### config.mk
export PLATFORM = sky130hd
export DESIGN_NAME = alu_issue_ctrl
export DESIGN_NICKNAME = d
export VERILOG_FILES = /design/src/rtl/alu_pkg.sv /design/src/rtl/alu_regfile.sv /design/src/rtl/alu_issue_ctrl.sv
export SDC_FILE = /design/constraint.sdc
export NUM_CORES = 1
export LEC_CHECK = 0
export CORE_ASPECT_RATIO = 0.5
export CORE_UTILIZATION = 45
export DETAILED_ROUTE_END_ITERATION = 8
export PLACE_DENSITY = 0.67
export SLEW_MARGIN = 0
export SYNTH_ARGS = -nofsm -noshare
export SYNTH_HDL_FRONTEND = slang
export SYNTH_SLANG_ARGS = --single-unit
### constraint.sdc
create_clock -name clk -period 4.3 [get_ports clk]
set_clock_uncertainty 0.2 [all_clocks]
set_input_delay 0.43 -clock clk [delete_from_list [all_inputs] [get_ports clk]]
set_output_delay 0.43 -clock clk [all_outputs]
set_load 0.02 [all_outputs]
### src/rtl/alu_pkg.sv
// rtl/alu_pkg.sv - shared constants, ALU op codes and issue FSM state type
package alu_pkg;

  localparam int DW   = 16;
  localparam int NREG = 8;
  localparam int AW   = 3;

  typedef enum logic [3:0] {
    OP_ADD   = 4'b0000,
    OP_SUB   = 4'b0001,
    OP_MUL   = 4'b0010,
    OP_DIV   = 4'b0011,
    OP_AND   = 4'b0100,
    OP_OR    = 4'b0101,
    OP_XOR   = 4'b0110,
    OP_NOT   = 4'b0111,
    OP_SHL   = 4'b1000,
    OP_SHR   = 4'b1001,
    OP_ROL   = 4'b1010,
    OP_ROR   = 4'b1011,
    OP_SLT   = 4'b1100,
    OP_SEQ   = 4'b1101,
    OP_PASSA = 4'b1110,
    OP_PASSB = 4'b1111
  } alu_op_e;

  typedef logic [1:0] state_t;
  localparam state_t IDLE = 2'd0;
  localparam state_t EXEC = 2'd1;
  localparam state_t WB   = 2'd2;

endpackage

### src/rtl/alu_regfile.sv
// rtl/alu_regfile.sv - NREG x DW register file, two operand reads, host read, WB-over-load writes
module alu_regfile
  import alu_pkg::*;
(
  input  logic          clk,
  input  logic          reset,
  input  logic          wb_en,
  input  logic [AW-1:0] wb_addr,
  input  logic [DW-1:0] wb_data,
  input  logic          ld_en,
  input  logic [AW-1:0] ld_addr,
  input  logic [DW-1:0] ld_data,
  input  logic [AW-1:0] ra_addr,
  output logic [DW-1:0] ra_data,
  input  logic [AW-1:0] rb_addr,
  output logic [DW-1:0] rb_data,
  input  logic [AW-1:0] rh_addr,
  output logic [DW-1:0] rh_data
);

  logic [DW-1:0] mem [NREG];

  // Reads are combinational, so an accept in the same cycle as a write sees the old value
  assign ra_data = mem[ra_addr];
  assign rb_data = mem[rb_addr];
  assign rh_data = mem[rh_addr];

  // Per-entry write; writeback takes priority over the host load on an index collision
  always_ff @(posedge clk or negedge reset) begin
    if (!reset) begin
      for (int i = 0; i < NREG; i++) mem[i] <= '0;
    end else begin
      for (int i = 0; i < NREG; i++) begin
        if (wb_en && (wb_addr == AW'(i)))
          mem[i] <= wb_data;
        else if (ld_en && (ld_addr == AW'(i)))
          mem[i] <= ld_data;
      end
    end
  end

endmodule

### src/rtl/alu_issue_ctrl.sv
// rtl/alu_issue_ctrl.sv - ALU issue stage: command accept, operand fetch, writeback and flags
module alu_issue_ctrl
  import alu_pkg::*;
(
  input  logic          clk,
  input  logic          reset,
  input  logic          cmd_valid,
  output logic          cmd_ready,
  input  logic [3:0]    cmd_op,
  input  logic [AW-1:0] cmd_dst,
  input  logic [AW-1:0] cmd_srca,
  input  logic [AW-1:0] cmd_srcb,
  input  logic          cmd_imm_en,
  input  logic [DW-1:0] cmd_imm,
  input  logic          ld_en,
  input  logic [AW-1:0] ld_addr,
  input  logic [DW-1:0] ld_data,
  input  logic [AW-1:0] rd_addr,
  output logic [DW-1:0] rd_data,
  output logic [DW-1:0] alu_a,
  output logic [DW-1:0] alu_b,
  output logic [3:0]    alu_sel,
  input  logic [DW-1:0] alu_out,
  input  logic          alu_carry,
  output logic          busy,
  output logic          done,
  output logic          carry_flag,
  output logic          zero_flag,
  output logic          dz_err
);

  state_t        state;
  logic [AW-1:0] dst_q;
  logic [DW-1:0] ra_data;
  logic [DW-1:0] rb_data;
  logic          accept;
  logic          div_zero;
  logic          wb_en;

  assign cmd_ready = (state == IDLE);
  assign busy      = (state != IDLE);
  assign accept    = cmd_valid & cmd_ready;
  // alu_sel/alu_b double as the op and operand-B latches, so this is valid through WB
  assign div_zero  = (alu_sel == 4'(OP_DIV)) && (alu_b == '0);
  assign wb_en     = (state == WB) && !div_zero;

  alu_regfile u_regfile (
    .clk     (clk),
    .reset   (reset),
    .wb_en   (wb_en),
    .wb_addr (dst_q),
    .wb_data (alu_out),
    .ld_en   (ld_en),
    .ld_addr (ld_addr),
    .ld_data (ld_data),
    .ra_addr (cmd_srca),
    .ra_data (ra_data),
    .rb_addr (cmd_srcb),
    .rb_data (rb_data),
    .rh_addr (rd_addr),
    .rh_data (rd_data)
  );

  // Fixed three-cycle sequence: accept in IDLE, one EXEC cycle, one WB cycle
  always_ff @(posedge clk or negedge reset) begin
    if (!reset) begin
      state <= IDLE;
    end else begin
      case (state)
        IDLE:    if (accept) state <= EXEC;
        EXEC:    state <= WB;
        WB:      state <= IDLE;
        default: state <= IDLE;
      endcase
    end
  end

  // Operand latches drive the ALU directly and hold steady until the next accept
  always_ff @(posedge clk or negedge reset) begin
    if (!reset) begin
      alu_a   <= '0;
      alu_b   <= '0;
      alu_sel <= '0;
      dst_q   <= '0;
    end else if (accept) begin
      alu_a   <= ra_data;
      alu_b   <= cmd_imm_en ? cmd_imm : rb_data;
      alu_sel <= cmd_op;
      dst_q   <= cmd_dst;
    end
  end

  // done is high for exactly the WB cycle
  always_ff @(posedge clk or negedge reset) begin
    if (!reset) done <= 1'b0;
    else        done <= (state == EXEC);
  end

  // Status flags sampled in WB; a divide by zero suppresses the write and the zero update
  always_ff @(posedge clk or negedge reset) begin
    if (!reset) begin
      carry_flag <= 1'b0;
      zero_flag  <= 1'b0;
      dz_err     <= 1'b0;
    end else if (state == WB) begin
      if (alu_sel == 4'(OP_ADD)) carry_flag <= alu_carry;
      if (div_zero) dz_err    <= 1'b1;
      else          zero_flag <= (alu_out == '0);
    end
  end

endmodule

==> implementation parameters <==
Parameter                              Value

STA
  Finish-stage setup viols    0
  Total count of max-transition violations in the final report    0
  Maximum achievable frequency    0.3080 GHz
  Unrepaired setup endpoints after global routing    no
  Min Clock Period, post-route    about 3.2 ns
  Final worst setup slack    roughly 1.1 ns
  Worst relative slew slack    0.1433
  Total negative slack for setup checks    0 ns
  Hold Violations, Final    0
  Period utilization    0.7551
  Slew at the pin closest to its max-slew limit    1.282 ns

Clock tree
  TritonCTS buffer count    17
  Hold buffers post-CTS    1
  Clock slew at reported path FFs    about 0.06 ns
  Clock sinks    roughly 170
  Number of gates given a new drive strength after cts    0
  H-tree depth    4
  Clock tree root driver cell    sky130_fd_sc_hd__clkbuf_16
  Clock insertion delay at the later pin of the skew report    ~0.44 ns
  TritonCTS clock tree    done
  Count of buffers added by post-CTS timing repair for setup    0
  Maximum buffer depth of the clock tree    2

Power and ir drop
  Total power after layout    7833 uW
  Pwr Density    604.5 nW/um2
  Worst-case vdd ir drop    ~0.20 mV
  Static Leak    about 0.0053 uW

Setup path
  Slowest cell on the critical path    sky130_fd_sc_hd__clkdlybuf4s50_1
  WP data required    ~3.7 ns
  Category of the critical setup timing path    input pin to output pin
  Slowest stage delay, CP    about 0.56 ns
  Setup crit start kind    input pin
  Setup crit end kind    output pin
  Number of buffers and inverters on the critical path    3
  Crit path arrival time    2.62 ns
  Largest fanout on the critical path    32
  Worst path most repeated cell    sky130_fd_sc_hd__clkdlybuf4s50_1
  Chain of cells forming the critical path    clkdlybuf4s50_1 -> buf_4 -> mux4_2 -> mux2_2 -> clkdlybuf4s50_1
  Worst path top cell family by delay    buffers and inverters

Job
  Number of max-cap violations    0

Global route
  Aggregate global-route resource usage    0.2988
  Via count of the first global-routing pass    around 8,900
  First-pass GRT wire length    55,120 um
  Congestion Overflow GR    0
  Initial antenna violation count    0
  Maximum number of pins on one net before global-route repair    slightly below 90

Layout
  Layout filler cell count    approximately 2,000
  Share of post-route cells with drive strength above 1    0.2202
  Signed area change from the synthesized netlist to the final layout    17.72%
  NumNets Final    1,032
  Summed area of non-filler cells in the final layout    around 13,000 um2
  Most used cells in the layout excluding fill and tap cells    173 x sky130_fd_sc_hd__dfrtp_1, 146 x sky130_fd_sc_hd__mux2i_1, 126 x sky130_fd_sc_hd__clkdlybuf4s50_1
  Utilization after layout    0.5394
  Commonest non-fill, non-tap cell in the layout    sky130_fd_sc_hd__dfrtp_1
  Number of diodes    0

Placed design
  Post-place instance area    around 12,000 um2
  Port bufs    130
  Final weighted congestion in routability-driven placement    around 0.87
  Post-place setup slack    approximately 1.1 ns
  DPL Wire Length    ~23,000 um

Detailed routing
  Vias per inst    between 6 and 7
  Post-DRT Antenna Nets    0
  DR pass1 iterations    5
  Final routed wire length divided by cell count    about 28 um
  Total via count in the routed design    roughly 8,700
  Routed wire length    ~36,000 um
  Post-detailed-route DRC marker count    0
  Starting DRC count in detailed routing    about 1,100

Floorplan
  Floorplan row count    40
  Top-Level Pins    about 130
  Initial Util    0.4582
  Floorplan core area    about 24,000 um2
  DIE WIDTH    ~220 um
  Chip height    between 100 and 150 um
  Area of the die    around 25,000 um2

Status
  Result of the run    finished, final reports clean

Logic synthesis
  Total of flip-flops plus latches after synthesis    between 150 and 200
  Number of different library cells in the post-synthesis netlist    44
  Cell type contributing the most total cell area after synthesis    sky130_fd_sc_hd__dfrtp_1
  Syn. warnings    0
  Top cell type's share of synthesized area    0.3933
  Syn_nets    ~950
  Synthesized netlist cell count    between 800 and 900
  Proportion of synthesized chip area in sequential cells    0.3933
  Post-synth EDFFs    0
  Post-synthesis area per instance    about 13 um2
  Netlist area before placement    roughly 11,000 um2
  Largest cells by area after synthesis    sky130_fd_sc_hd__dfrtp_1 39%, sky130_fd_sc_hd__mux4_2 19%, sky130_fd_sc_hd__mux2i_1 13%
  Ys flop type    sky130_fd_sc_hd__dfrtp_1
  Share of flip-flops with an asynchronous set or reset after synthesis    1.000

Min path
  Min-Delay Path Class    flop to flop
## metal layers
layer,share of wire,routed length [um],vias to the layer above,global-route usage
met3,0.090,3289,82,0.07356
met4,0.030,1081,0,0.1159
met2,0.46,16740,468,0.4569
li1,-,-,3586,-
met1,0.42,15260,4613,0.4126
met5,0,0,-,0
## worst reg2reg max path: stages, from the launching register on
cell	delay (ns)
sky130_fd_sc_hd__dfrtp_1	0.41
sky130_fd_sc_hd__nor4_1	0.37
sky130_fd_sc_hd__and3_1	0.76
sky130_fd_sc_hd__a211o_1	0.94
sky130_fd_sc_hd__a22oi_1	0.24
## cell type report
type	instances	area (um2)	area share
clock inverter	9	111.4	0.008593
tap	315	394.1	0.03041
multi-input combinational	604	6107	0.4713
sequential	173	4329	0.3341
inverter	3	11.26	0.0008690
clock buffer	23	478.0	0.03688
timing repair buffer	160	1528	0.1179
## Yosys cell counts (4+ instances only)
cell,instances
sky130_fd_sc_hd__buf_4,8
sky130_fd_sc_hd__clkbuf_1,29
sky130_fd_sc_hd__mux2i_1,146
sky130_fd_sc_hd__dfrtp_1,173
sky130_fd_sc_hd__a22oi_1,108
sky130_fd_sc_hd__o21ai_1,12
sky130_fd_sc_hd__buf_6,16
sky130_fd_sc_hd__buf_1,16
sky130_fd_sc_hd__a211oi_1,15
sky130_fd_sc_hd__nor2_1,35
sky130_fd_sc_hd__a21oi_4,4
sky130_fd_sc_hd__a22oi_2,20
sky130_fd_sc_hd__mux2_2,18
sky130_fd_sc_hd__nor4_1,6
sky130_fd_sc_hd__nor2b_1,17
sky130_fd_sc_hd__nand2_1,59
sky130_fd_sc_hd__buf_2,27
sky130_fd_sc_hd__o21ai_0,34
sky130_fd_sc_hd__mux4_2,95
## cells by family (layout without fill, tap and decap cells)
logic type,Yosys count,after routing,share of synthesized area
AO/OA/AOI/OAI,206,206,0.1449
buffers and inverters,101,195,0.05365
flip-flops,173,173,0.3933
multiplexers,259,259,0.3455
AND/OR/NAND/NOR,139,139,0.06263
## report_power, final
group	leakage, uW	total (uW)	switching, uW	internal [uW]
combinational	0.00307	3180	1410	1770
sequential	0.00199	3060	740	2320
clock	0.000283	1590	685	904
total	0.00535	7830	2840	5000
## registers in the layout, summed over array words and instances (netlist names)
register / count
u_regfile.mem: 128
alu_b: 16
dst_q: 3
done: 1
alu_a: 16
zero_flag: 1
state: 2
carry_flag: 1
dz_err: 1
alu_sel: 4
## path summary, 6_finish.rpt
| kind | startpoint | endpoint | slack (ns) | cells past startpoint |
|---|---|---|---|---|
| setup / recovery | rd_addr[1] | rd_data[0] | 1.05 | 5 |
| hold / removal | dz_err | dz_err | 0.27 | 1 |
| setup reg to reg | alu_b[6] | u_regfile.mem[68] | 1.19 | 4 |
| hold reg to reg | dz_err | dz_err | 0.27 | 1 |
| max in group asynchronous | reset | u_regfile.mem[59] | 2.54 | 3 |
| min in group asynchronous | reset | done | 0.45 | 2 |
## metrics by stage
step	std cells	hold WS [ns]
after floorplan	878	-0.06559
after global placement	1254	0.2523
after detailed placement	1254	0.2649
after CTS	1287	0.2794
after global routing	1287	0.2904
final	1287	0.2691
No activity file was read; power rests on OpenSTA's default activity.
